### src/rtl/alu_pkg.sv
// Shared types for the registered ALU control decoder: operation codes, unit select
// and the alu_op classes produced by the main decoder.
package alu_pkg;

  localparam int unsigned CODE_W = 5;

  typedef enum logic [CODE_W-1:0] {
    AluAdd    = 5'b00000,
    AluSub    = 5'b00001,
    AluAnd    = 5'b00010,
    AluOr     = 5'b00011,
    AluXor    = 5'b00100,
    AluSll    = 5'b00101,
    AluSrl    = 5'b00110,
    AluSra    = 5'b00111,
    AluSlt    = 5'b01000,
    AluSltu   = 5'b01001,
    AluPassb  = 5'b01010,
    AluMul    = 5'b10000,
    AluMulh   = 5'b10001,
    AluMulhsu = 5'b10010,
    AluMulhu  = 5'b10011,
    AluDiv    = 5'b10100,
    AluDivu   = 5'b10101,
    AluRem    = 5'b10110,
    AluRemu   = 5'b10111
  } alu_ctrl_e;

  typedef enum logic [1:0] {
    UnitAlu = 2'd0,
    UnitMul = 2'd1,
    UnitDiv = 2'd2
  } unit_sel_e;

  localparam logic [1:0] ALU_OP_ADD   = 2'b00;
  localparam logic [1:0] ALU_OP_SUB   = 2'b01;
  localparam logic [1:0] ALU_OP_FUNCT = 2'b10;
  localparam logic [1:0] ALU_OP_PASSB = 2'b11;

  // M-extension codes are 1_0 followed by funct3.
  function automatic alu_ctrl_e m_code(input logic [2:0] funct3);
    return alu_ctrl_e'({2'b10, funct3});
  endfunction

endpackage

### src/rtl/alu_ctrl_decode.sv
// Combinational decode of alu_op/funct fields into an ALU control code, the target
// execution unit and an illegal-encoding flag.
module alu_ctrl_decode
  import alu_pkg::*;
#(
  parameter bit ENABLE_M = 1'b1
) (
  input  logic       op5,
  input  logic [2:0] funct3,
  input  logic       funct7_5,
  input  logic       funct7_0,
  input  logic [1:0] alu_op,
  output alu_ctrl_e  code,
  output unit_sel_e  unit,
  output logic       illegal
);

  logic m_sel;
  logic sub_sel;

  assign m_sel   = op5 & funct7_0;
  assign sub_sel = op5 & funct7_5;

  always_comb begin
    code    = AluAdd;
    unit    = UnitAlu;
    illegal = 1'b0;
    case (alu_op)
      ALU_OP_ADD:   code = AluAdd;
      ALU_OP_SUB:   code = AluSub;
      ALU_OP_PASSB: code = AluPassb;
      default: begin
        if (m_sel) begin
          if (ENABLE_M) begin
            code = m_code(funct3);
            unit = funct3[2] ? UnitDiv : UnitMul;
          end else begin
            illegal = 1'b1;
          end
        end else if (sub_sel && (funct3 != 3'b000) && (funct3 != 3'b101)) begin
          // funct7[5] is only meaningful for SUB and SRA.
          illegal = 1'b1;
        end else begin
          case (funct3)
            3'b000:  code = sub_sel ? AluSub : AluAdd;
            3'b001:  code = AluSll;
            3'b010:  code = AluSlt;
            3'b011:  code = AluSltu;
            3'b100:  code = AluXor;
            3'b101:  code = funct7_5 ? AluSra : AluSrl;
            3'b110:  code = AluOr;
            default: code = AluAnd;
          endcase
        end
      end
    endcase
  end

endmodule

### src/rtl/alu_ctrl_seq.sv
// Registered ALU control stage at ID/EX: decodes, holds the op behind a valid/ready
// handshake, and stalls the input for the latency of MUL/DIV operations.
module alu_ctrl_seq
  import alu_pkg::*;
#(
  parameter int unsigned CTRL_W   = 5,
  parameter int unsigned ENABLE_M = 1,
  parameter int unsigned MUL_LAT  = 3,
  parameter int unsigned DIV_LAT  = 33
) (
  input  logic              clk,
  input  logic              rst_n,
  input  logic              flush,
  input  logic              in_valid,
  output logic              in_ready,
  input  logic              op5,
  input  logic [2:0]        funct3,
  input  logic              funct7_5,
  input  logic              funct7_0,
  input  logic [1:0]        alu_op,
  output logic              out_valid,
  input  logic              out_ready,
  output logic [CTRL_W-1:0] alu_control,
  output logic [1:0]        unit_sel,
  output logic              illegal
);

  localparam int unsigned MaxLat = (MUL_LAT > DIV_LAT) ? MUL_LAT : DIV_LAT;
  localparam int unsigned CntW   = (MaxLat > 1) ? $clog2(MaxLat) : 1;

  typedef enum logic [1:0] {StEmpty, StWait, StFull} state_e;

  state_e    state_q, state_d;
  logic [CntW-1:0] cnt_q, cnt_d;
  logic      accept;

  alu_ctrl_e dec_code;
  unit_sel_e dec_unit;
  logic      dec_illegal;

  logic [CTRL_W-1:0] alu_control_q;
  logic [1:0]        unit_sel_q;
  logic              illegal_q;

  alu_ctrl_decode #(
    .ENABLE_M (ENABLE_M != 0)
  ) u_decode (
    .op5      (op5),
    .funct3   (funct3),
    .funct7_5 (funct7_5),
    .funct7_0 (funct7_0),
    .alu_op   (alu_op),
    .code     (dec_code),
    .unit     (dec_unit),
    .illegal  (dec_illegal)
  );

  assign in_ready = ~flush & ((state_q == StEmpty) | ((state_q == StFull) & out_ready));
  assign accept   = in_valid & in_ready;

  always_comb begin
    state_d = state_q;
    cnt_d   = cnt_q;
    case (state_q)
      StEmpty, StFull: begin
        if (accept) begin
          case (dec_unit)
            UnitMul: begin
              state_d = StWait;
              cnt_d   = CntW'(MUL_LAT - 1);
            end
            UnitDiv: begin
              state_d = StWait;
              cnt_d   = CntW'(DIV_LAT - 1);
            end
            default: state_d = StFull;
          endcase
        end else if ((state_q == StFull) && out_ready) begin
          state_d = StEmpty;
        end
      end
      StWait: begin
        if (cnt_q == '0) begin
          state_d = StFull;
        end else begin
          cnt_d = cnt_q - 1'b1;
        end
      end
      default: state_d = StEmpty;
    endcase
    if (flush) begin
      state_d = StEmpty;
      cnt_d   = '0;
    end
  end

  always_ff @(posedge clk or negedge rst_n) begin
    if (!rst_n) begin
      state_q       <= StEmpty;
      cnt_q         <= '0;
      alu_control_q <= '0;
      unit_sel_q    <= '0;
      illegal_q     <= 1'b0;
    end else begin
      state_q <= state_d;
      cnt_q   <= cnt_d;
      if (accept) begin
        alu_control_q <= CTRL_W'(dec_code);
        unit_sel_q    <= dec_unit;
        illegal_q     <= dec_illegal;
      end
    end
  end

  assign out_valid   = (state_q == StFull);
  assign alu_control = alu_control_q;
  assign unit_sel    = unit_sel_q;
  assign illegal     = illegal_q;

endmodule
### config.mk
export PLATFORM = sky130hd
export DESIGN_NAME = alu_ctrl_seq
export DESIGN_NICKNAME = d
export VERILOG_FILES = /design/src/rtl/alu_pkg.sv /design/src/rtl/alu_ctrl_decode.sv /design/src/rtl/alu_ctrl_seq.sv
export SDC_FILE = /design/constraint.sdc
export NUM_CORES = 1
export LEC_CHECK = 0
export CORE_UTILIZATION = 40
export DETAILED_ROUTE_END_ITERATION = 10
export PLACE_DENSITY = 0.68
export REMOVE_ABC_BUFFERS = 1
export SYNTH_ARGS = -nofsm -noshare
export SYNTH_HDL_FRONTEND = slang
export SYNTH_SLANG_ARGS = --single-unit
### constraint.sdc
create_clock -name clk -period 4.6 [get_ports clk]
set_clock_uncertainty 0.1 [all_clocks]
set_input_delay 0.69 -clock clk [delete_from_list [all_inputs] [get_ports clk]]
set_output_delay 0.69 -clock clk [all_outputs]
set_load 0.02 [all_outputs]
After elaboration in Yosys (flattened, before gate mapping) --
Cells that the tools add are included.
Operators by class: bitwise operators 7, eq/ne operators 18, add/sub/neg operators 1, multiplexer cells 23, reductions and logical operators 14
Operator list (count):
- one-hot mux 5 bit (7 select lines) | 1
- one-hot mux 6 bit (2 select lines) | 2
- two-way mux 6 bit | 3
- two-way mux 2 bit | 8
- one-hot mux 5 bit (3 select lines) | 1
- != test 3 bit, second input constant | 4
- two-way mux 5 bit | 2
- == test 3 bit, second input constant | 3
- == test 2 x 1 -> 1 bit, second input constant | 3
- == test 2 bit, second input constant | 3
- == test 3 x 2 -> 1 bit, second input constant | 2
- zero test 6 bit | 1
- nonzero test 3 bit | 2
- subtractor 6 x 1 -> 6 bit, second input constant | 1
- AND 1 bit | 5
- two-way mux 1 bit | 5
- zero test 2 bit | 2
- != test 4 x 2 -> 1 bit, second input constant | 1
- != test 4 bit, second input constant | 1
- one-hot mux 2 bit (2 select lines) | 1
- AND reduction 4 bit | 1
- OR reduction 2 bit | 2
- == test 3 x 1 -> 1 bit, second input constant | 1
- logical AND 1 bit | 3
- 5 further kinds | 5
Storage, ports and cells: register bits 16, input bits 13, output and inout port bits 10, logic and storage cells 68

Longest topological paths before layout --
Gate-level depths: netlist of run 1.
word-level depth 9, depth in mapped cells 8, depth with buffers taken out 8

Hierarchy --
Synthesis of run 1 repeated with hierarchy kept, for this count alone.
Second synthesis, totals: cells, all modules 108, area, all modules 1046.0 um^2
Modules (own cells, without submodules):
- alu_ctrl_seq | area an instance 844.6 um^2, cells each 80, seq. area each 400.4 um^2, instances 1
- alu_ctrl_decode | area an instance 201.4 um^2, cells each 28, seq. area each 0.0 um^2, instances 1

Least setup slack after synthesis of run 1 --
OpenSTA, ideal clock, no wires.
kind input to register, start input port alu_op[0], end register cnt_q[5], setup slack 2.447 ns, required time 4.379 ns, library setup time 0.121 ns, arrival time 1.932 ns, path buffers 0, cell stages on the path 8, cell sequence and4b_1 -> nand2_1 -> inv_1 -> ha_1 -> o21ba_1 -> nor2_1 -> a221o_1 -> a22o_1
Between the ends: longest elaborated chain between the ends 8, elaborated cells on any way between the ends 13, classes of those cells 5 x eq/ne; 5 x mux; 3 x reduce/logical
Ends and longest elaborated chain:
- start, declared | RTL line alu_ctrl_seq.sv:20 | input logic [1:0] alu_op,
- == test 2 x 1 -> 1 bit (tied with other cells) | RTL line alu_ctrl_decode.sv:28 | case (alu_op)
- OR reduction 3 bit (no source line) (*)
- two-way mux 2 bit (*) | RTL line alu_ctrl_decode.sv:28
- net dec_unit[1] | RTL line alu_ctrl_seq.sv:38 | unit_sel_e dec_unit;
- == test 2 bit / == test 2 x 1 -> 1 bit (equally long branches) | RTL line alu_ctrl_seq.sv:67 | case (dec_unit)
- one-hot mux 6 bit (2 select lines) | RTL line alu_ctrl_seq.sv:67
- two-way mux 6 bit | RTL line alu_ctrl_seq.sv:66 | if (accept) begin
- one-hot mux 6 bit (2 select lines) | RTL line alu_ctrl_seq.sv:64 | case (state_q)
- two-way mux 6 bit | RTL line alu_ctrl_seq.sv:91 | if (flush) begin
- end signal, assigned | RTL line alu_ctrl_seq.sv:106 | cnt_q <= cnt_d;
- end, declared | RTL line alu_ctrl_seq.sv:34 | logic [CntW-1:0] cnt_q, cnt_d;
Mark *: on every way through the listed nets, which the timed path passes. The rest lies on a longest branch. The select of a mux whose other input is x is not followed. A chain may end at the register's enable or synchronous reset.

Worst setup path after layout of run 1 --
start input port flush, end output port in_ready
Between the ends: longest elaborated chain between the ends 2
Ends and longest elaborated chain:
- start, declared | RTL line alu_ctrl_seq.sv:13 | input logic flush,
- inverter 1 bit | RTL line alu_ctrl_seq.sv:58 | assign in_ready = ~flush & ((state_q == StEmpty) | ((state_q == StFull) & out_ready));
- AND 1 bit | RTL line alu_ctrl_seq.sv:58
- end, declared | RTL line alu_ctrl_seq.sv:15 | output logic in_ready,
Every way passes these cells.

==> reports/metrics.yaml, run 1 <==
critical_path:
  crit_start: "flush"
  crit_path_start_kind: "input port"
  endpoint_kind: "output pin"
  critPathMaxFanout: 10
  worstPathRequired_ps: 3810
  ff2ff_path_depth: 6
  worst-setup-path-type: "input port to output pin"
  timing.rr.end: "state_q[1]"
  ff2ff_setup_slack_ps: 2800
  cp.arrival_ps: 2210
  worstSetupEndpoint: "in_ready"
  r2r-start: "cnt_q[0]"
synth:
  yosysTopAreaCell: "dfrtp_1"
  syn_inst: 122
  synth_edf_count: 0
  async_flop_share_pct: 100.0
  netlist_area_um2: 1084
  avgSynthCellArea_um2: 8.881
  ys_ff_latch: 16
  synth-seq-area-share_pct: 36.95
  ys_warn_count: 0
  synth_common_cells: "nand2_1, dfrtp_1, o21ai_1"
  yosys.cell_types.count: 46
  yosysMostFrequentCell: "nand2_1"
  ys.flop_type: "dfrtp_1"
  synth_top_area_share_pct: 36.95
  synth_area_leaders: "dfrtp_1, nand2_1, ha_1"
power_and_ir_drop:
  leakage_nw: 0.5915
  p_per_area_nw_per_um2: 269.6
  switching_power_mw: 0.1173
  internal-power_mw: 0.2493
  total_power_mw: 0.3666
  power.share.combinational_pct: 29.0
  swShare_pct: 31.99
  clkPwrFrac_pct: 26.6
  pwr-share-seq_pct: 44.3
  ir_drop_v: 0.0001787
floorplanning:
  rows: 18
  fp.dieW_um: 54.05
  initial_utilization_pct: 42.96
  die_h_um: 54.05
  die_area_um2: 2921
  core_um2: 2522
  num_io_pins: 23
hold_path:
  min_from: "unit_sel[0]"
  worst_hold_path_type: "register to register"
cells_and_area:
  layout.cells.non_filler: 175
  fillerInstances: 245
  finalInstanceArea_um2: 1360
  synthToLayoutAreaGrowth_pct: 25.52
  antenna_cells: 0
  final_nets: 163
  drive_gt1_share_pct: 9.655
  final_util_pct: 53.92
timing:
  hold_viol: 0
  min_period_ps: 2999
  worstMarginPinSlew_ps: 726.1
  final.setup.tns_ps: 0
  rsz0062_at_grt: "false"
  slew_viol_final: 0
  final.period_utilization_pct: 65.20
  fin_ws_ps: 1601
  fmax_ghz: 0.3334
  slew_headroom_pct: 51.44
  setup_viol: 0
  holdWs_ps: 393.0
place:
  place_hpwl_um: 1767
  portBuffers: 22
  post-place-ws_ps: 1606
  dp.cells: 171
  gp_congestion: 0.7761
  dpl_cell_area_um2: 1324
grt:
  grt_max_degree: 20
  antenna_found_initial: 0
  grt_pass1_wl_um: 3850
  grt_overflow_total: 0
  grtUsageTotal_pct: 18.47
  grt_pass1_vias: 928
cts:
  clock-sinks: 16
  htree_levels: 1
  cts_buffer_depth: 2
  path_clk_slew_ps: 100
  clock_latency_ps: 290
  cts_setup_buffers: 0
  cts_hold_buffers: 0
  numCtsBuffers: 3
  cts_resized: 0
  cts_root_buffer: "clkbuf_4"
  tritoncts: "yes"
routing:
  drt_iter0_markers: 11
  viasPerCell: 5.429
  drc: 0
  final_antenna_net_count: 0
  via_count: 950
  wire_per_inst_um: 13.06
  dr.pass1.iters: 4
  wl_um: 2285
outcome:
  status: "finished clean"
flow_run:
  max-cap-violations: 0
==> flip-flops by register name (all words and copies together), names as in the netlist <==
register     flops
alu_control      5
cnt_q            6
illegal          1
state_q          2
unit_sel         2
==> area by class of cell <==
class,count,area [um^2],area share (%)
sequential,16,400.4,29.44
multi-input combinational,96,639.4,47.01
tap,30,37.54,2.760
inverter,7,26.28,1.932
timing repair buffer,22,220.2,16.19
clock buffer,4,36.28,2.668
==> metal layers <==
metal,up-vias,GRT usage [%],wire (um)
li1,487,-,-
met4,0,7.692,29
met2,21,32.92,1101
met5,-,0,0
met3,3,2.825,88
met1,439,21.73,1066
==> critical path, stage by stage <==
cell,delay [ps]
clkdlybuf4s50_1,580
nor2_2,200
and2_1,140
clkdlybuf4s50_1,590
==> worst min path at each step <==
| stage | to | slack, ps | cells after the start |
|---|---|---|---|
| after floorplan | alu_control[0] | 290 | 0 |
| after global placement | alu_control[4] | 370 | 2 |
| after detailed placement | alu_control[1] | 370 | 2 |
| after CTS | unit_sel[0] | 400 | 2 |
| after global routing | alu_control[0] | 430 | 1 |
| final | unit_sel[0] | 390 | 2 |
==> cells in the final DEF (no fill, tap or decap), types with 3 or more instances in the layout <==
cell	instances
nor2_1	6
nand2b_1	3
inv_1	7
a21oi_1	6
ha_1	4
nand2_1	17
nor2b_1	3
o21ai_1	8
clkbuf_4	3
dfrtp_1	16
a21oi_2	3
o21ai_0	5
a31oi_1	3
clkdlybuf4s50_1	22
==> logic make-up after synthesis <==
kind of cell	after synthesis	share of synthesized area [%]
compound gates	41	26.68
xor+xnor	1	0.8085
fa+ha+maj	4	4.619
buf+inv	10	4.042
flops	16	36.95
mux	2	1.963
simple gates	48	24.94
==> power groups by stage <==
stage | combinational [mW] | sequential (mW) | clock (mW)
3_5_place_dp | 0.107 | 0.165 | 0
2_1_floorplan | 0.0534 | 0.172 | 0
5_1_grt | 0.118 | 0.164 | 0.108
4_1_cts | 0.108 | 0.162 | 0.100
3_3_place_gp | 0.104 | 0.165 | 0
6_report | 0.106 | 0.163 | 0.0975
No activity file was read; power rests on OpenSTA's default activity.
==> run 2, diff against run 1 <==
--- a/config.mk
+++ b/config.mk
@@ -7,7 +7,7 @@
 export LEC_CHECK = 0
 export CORE_UTILIZATION = 40
 export DETAILED_ROUTE_END_ITERATION = 10
-export PLACE_DENSITY = 0.68
+export PLACE_DENSITY = 0.71
 export REMOVE_ABC_BUFFERS = 1
 export SYNTH_ARGS = -nofsm -noshare
 export SYNTH_HDL_FRONTEND = slang
==> constraint.sdc (replaced) <==
create_clock -name clk -period 2.5 [get_ports clk]
set_clock_uncertainty 0.1 [all_clocks]
set_input_delay 0.375 -clock clk [delete_from_list [all_inputs] [get_ports clk]]
set_output_delay 0.375 -clock clk [all_outputs]
set_load 0.02 [all_outputs]
==> run 2 against run 1 <==
Against the previous run: sequential share of layout area fell by 0.79 points; sequential cell count unchanged; global-route usage shrank 0.51 points; cell area up 2.8%; largest power group unchanged.
==> reports/metrics.yaml, run 2 (synthesized netlist as in run 1, its figures left out) <==
power_and_ir_drop:
  p_per_area_nw_per_um2: 480.4
  leakage_nw: 0.6151
  ir_drop_v: 0.0003087
timing:
  holdWs_ps: 394.0
  fmax_ghz: 0.4544
  rsz0062_at_grt: "false"
  final.setup.tns_ps: 0
  min_period_ps: 2201
  slew_headroom_pct: 51.32
  hold_viol: 0
  setup_viol: 0
  final.period_utilization_pct: 88.03
  worstMarginPinSlew_ps: 727.9
  slew_viol_final: 0
routing:
  viasPerCell: 5.378
  final_antenna_net_count: 0
  via_count: 968
  dr.pass1.iters: 4
  wire_per_inst_um: 12.63
  drc: 0
  wl_um: 2273
  drt_iter0_markers: 13
critical_path:
  worstPathRequired_ps: 2030
  worstSetupEndpoint: "in_ready"
  crit_start: "out_ready"
  r2r-start: "cnt_q[0]"
  cp.arrival_ps: 1730
  endpoint_kind: "output pin"
  critPathMaxFanout: 4
  ff2ff_setup_slack_ps: 690
  ff2ff_path_depth: 6
  timing.rr.end: "state_q[1]"
  crit_path_start_kind: "input port"
  worst-setup-path-type: "input port to output pin"
cts:
  htree_levels: 1
  cts_hold_buffers: 0
  clock-sinks: 16
  numCtsBuffers: 3
  clock_latency_ps: 280
  cts_buffer_depth: 2
  cts_resized: 0
  path_clk_slew_ps: 100
  cts_setup_buffers: 0
  cts_root_buffer: "clkbuf_4"
  tritoncts: "yes"
floorplanning:
  fp.dieW_um: 54.05
  die_area_um2: 2921
  die_h_um: 54.05
  core_um2: 2522
  rows: 18
  num_io_pins: 23
  initial_utilization_pct: 42.96
outcome:
  status: "finished clean"
cells_and_area:
  antenna_cells: 0
  drive_gt1_share_pct: 12.67
  final_nets: 168
  mostFrequentLayoutCells: "clkdlybuf4s50_1, nand2_1, dfrtp_1"
  final_util_pct: 55.41
  top_register: "cnt_q"
  largest_reg_flops: 6
  synthToLayoutAreaGrowth_pct: 28.98
  layout_commonest_cell: "clkdlybuf4s50_1"
grt:
  grt_pass1_vias: 926
  grtUsageTotal_pct: 17.96
  antenna_found_initial: 0
  grt_max_degree: 17
  grt_pass1_wl_um: 3822
  grt_overflow_total: 0
hold_path:
  worst_hold_path_type: "register to register"
place:
  place_hpwl_um: 1786
  portBuffers: 22
  gp_congestion: 0.7902
flow_run:
  max-cap-violations: 0
## run 2: cell types whose count changed in the layout (fill, tap and decap cells not counted)
| cell | delta |
|---|---|
| buf_4 | +5 |
## run 2: stage by stage
stage	instances	cell area, um^2	worst slack [ps]	power [mW]
after CTS	180	1398	295.7	0.6783
final	180	1398	299.2	0.6715
after floorplan	119	1066	666.3	0.4139
after global placement	176	1361	96.48	0.5011
after detailed placement	176	1361	69.82	0.5037
after global routing	180	1398	221.7	0.7162
## run 2: worst min-delay path by stage
| stage | depth (start not counted) | slack [ps] | startpoint | endpoint |
|---|---|---|---|---|
| floorplan | 0 | -20 | rst_n | alu_control[0] |
| global placement | 2 | 370 | alu_control[1] | alu_control[1] |
| detailed placement | 2 | 370 | alu_control[1] | alu_control[1] |
| CTS | 2 | 400 | alu_control[1] | alu_control[1] |
| global route | 1 | 440 | alu_control[0] | alu_control[0] |
| finish | 2 | 390 | alu_control[3] | alu_control[3] |
## run 2: layout make-up
| cell class | count | area [um^2] |
|---|---|---|
| Sequential cell | 16 | 400.4 |
| Timing Repair Buffer | 27 | 257.7 |
| Tap cell | 30 | 37.54 |
| Fill cell | 233 | 1125 |
| Clock buffer | 4 | 36.28 |
| Inverter | 7 | 26.28 |
| Multi-Input combinational cell | 96 | 639.4 |
## run 2: critical path, stage by stage
cell and delay [ps]:
clkdlybuf4s50_1 450, nand2b_1 170, and2_1 140, clkdlybuf4s50_1 600
## run 2: report_power, final
part | leakage [nW] | internal (mW) | switching, mW
clock network | 0.0210 | 0.0886 | 0.0840
logic | 0.379 | 0.0941 | 0.107
registers | 0.216 | 0.281 | 0.0174
## run 2: routing by layer
| metal | GRT usage (%) | share of wire [%] | vias to the layer above |
|---|---|---|---|
| met1 | 21.64 | 45 | 448 |
| met4 | 5.128 | 0 | 0 |
| met2 | 32.51 | 50 | 26 |
| li1 | - | - | 494 |
| met3 | 2.825 | 4.3 | 0 |
| met5 | 0 | 0 | - |
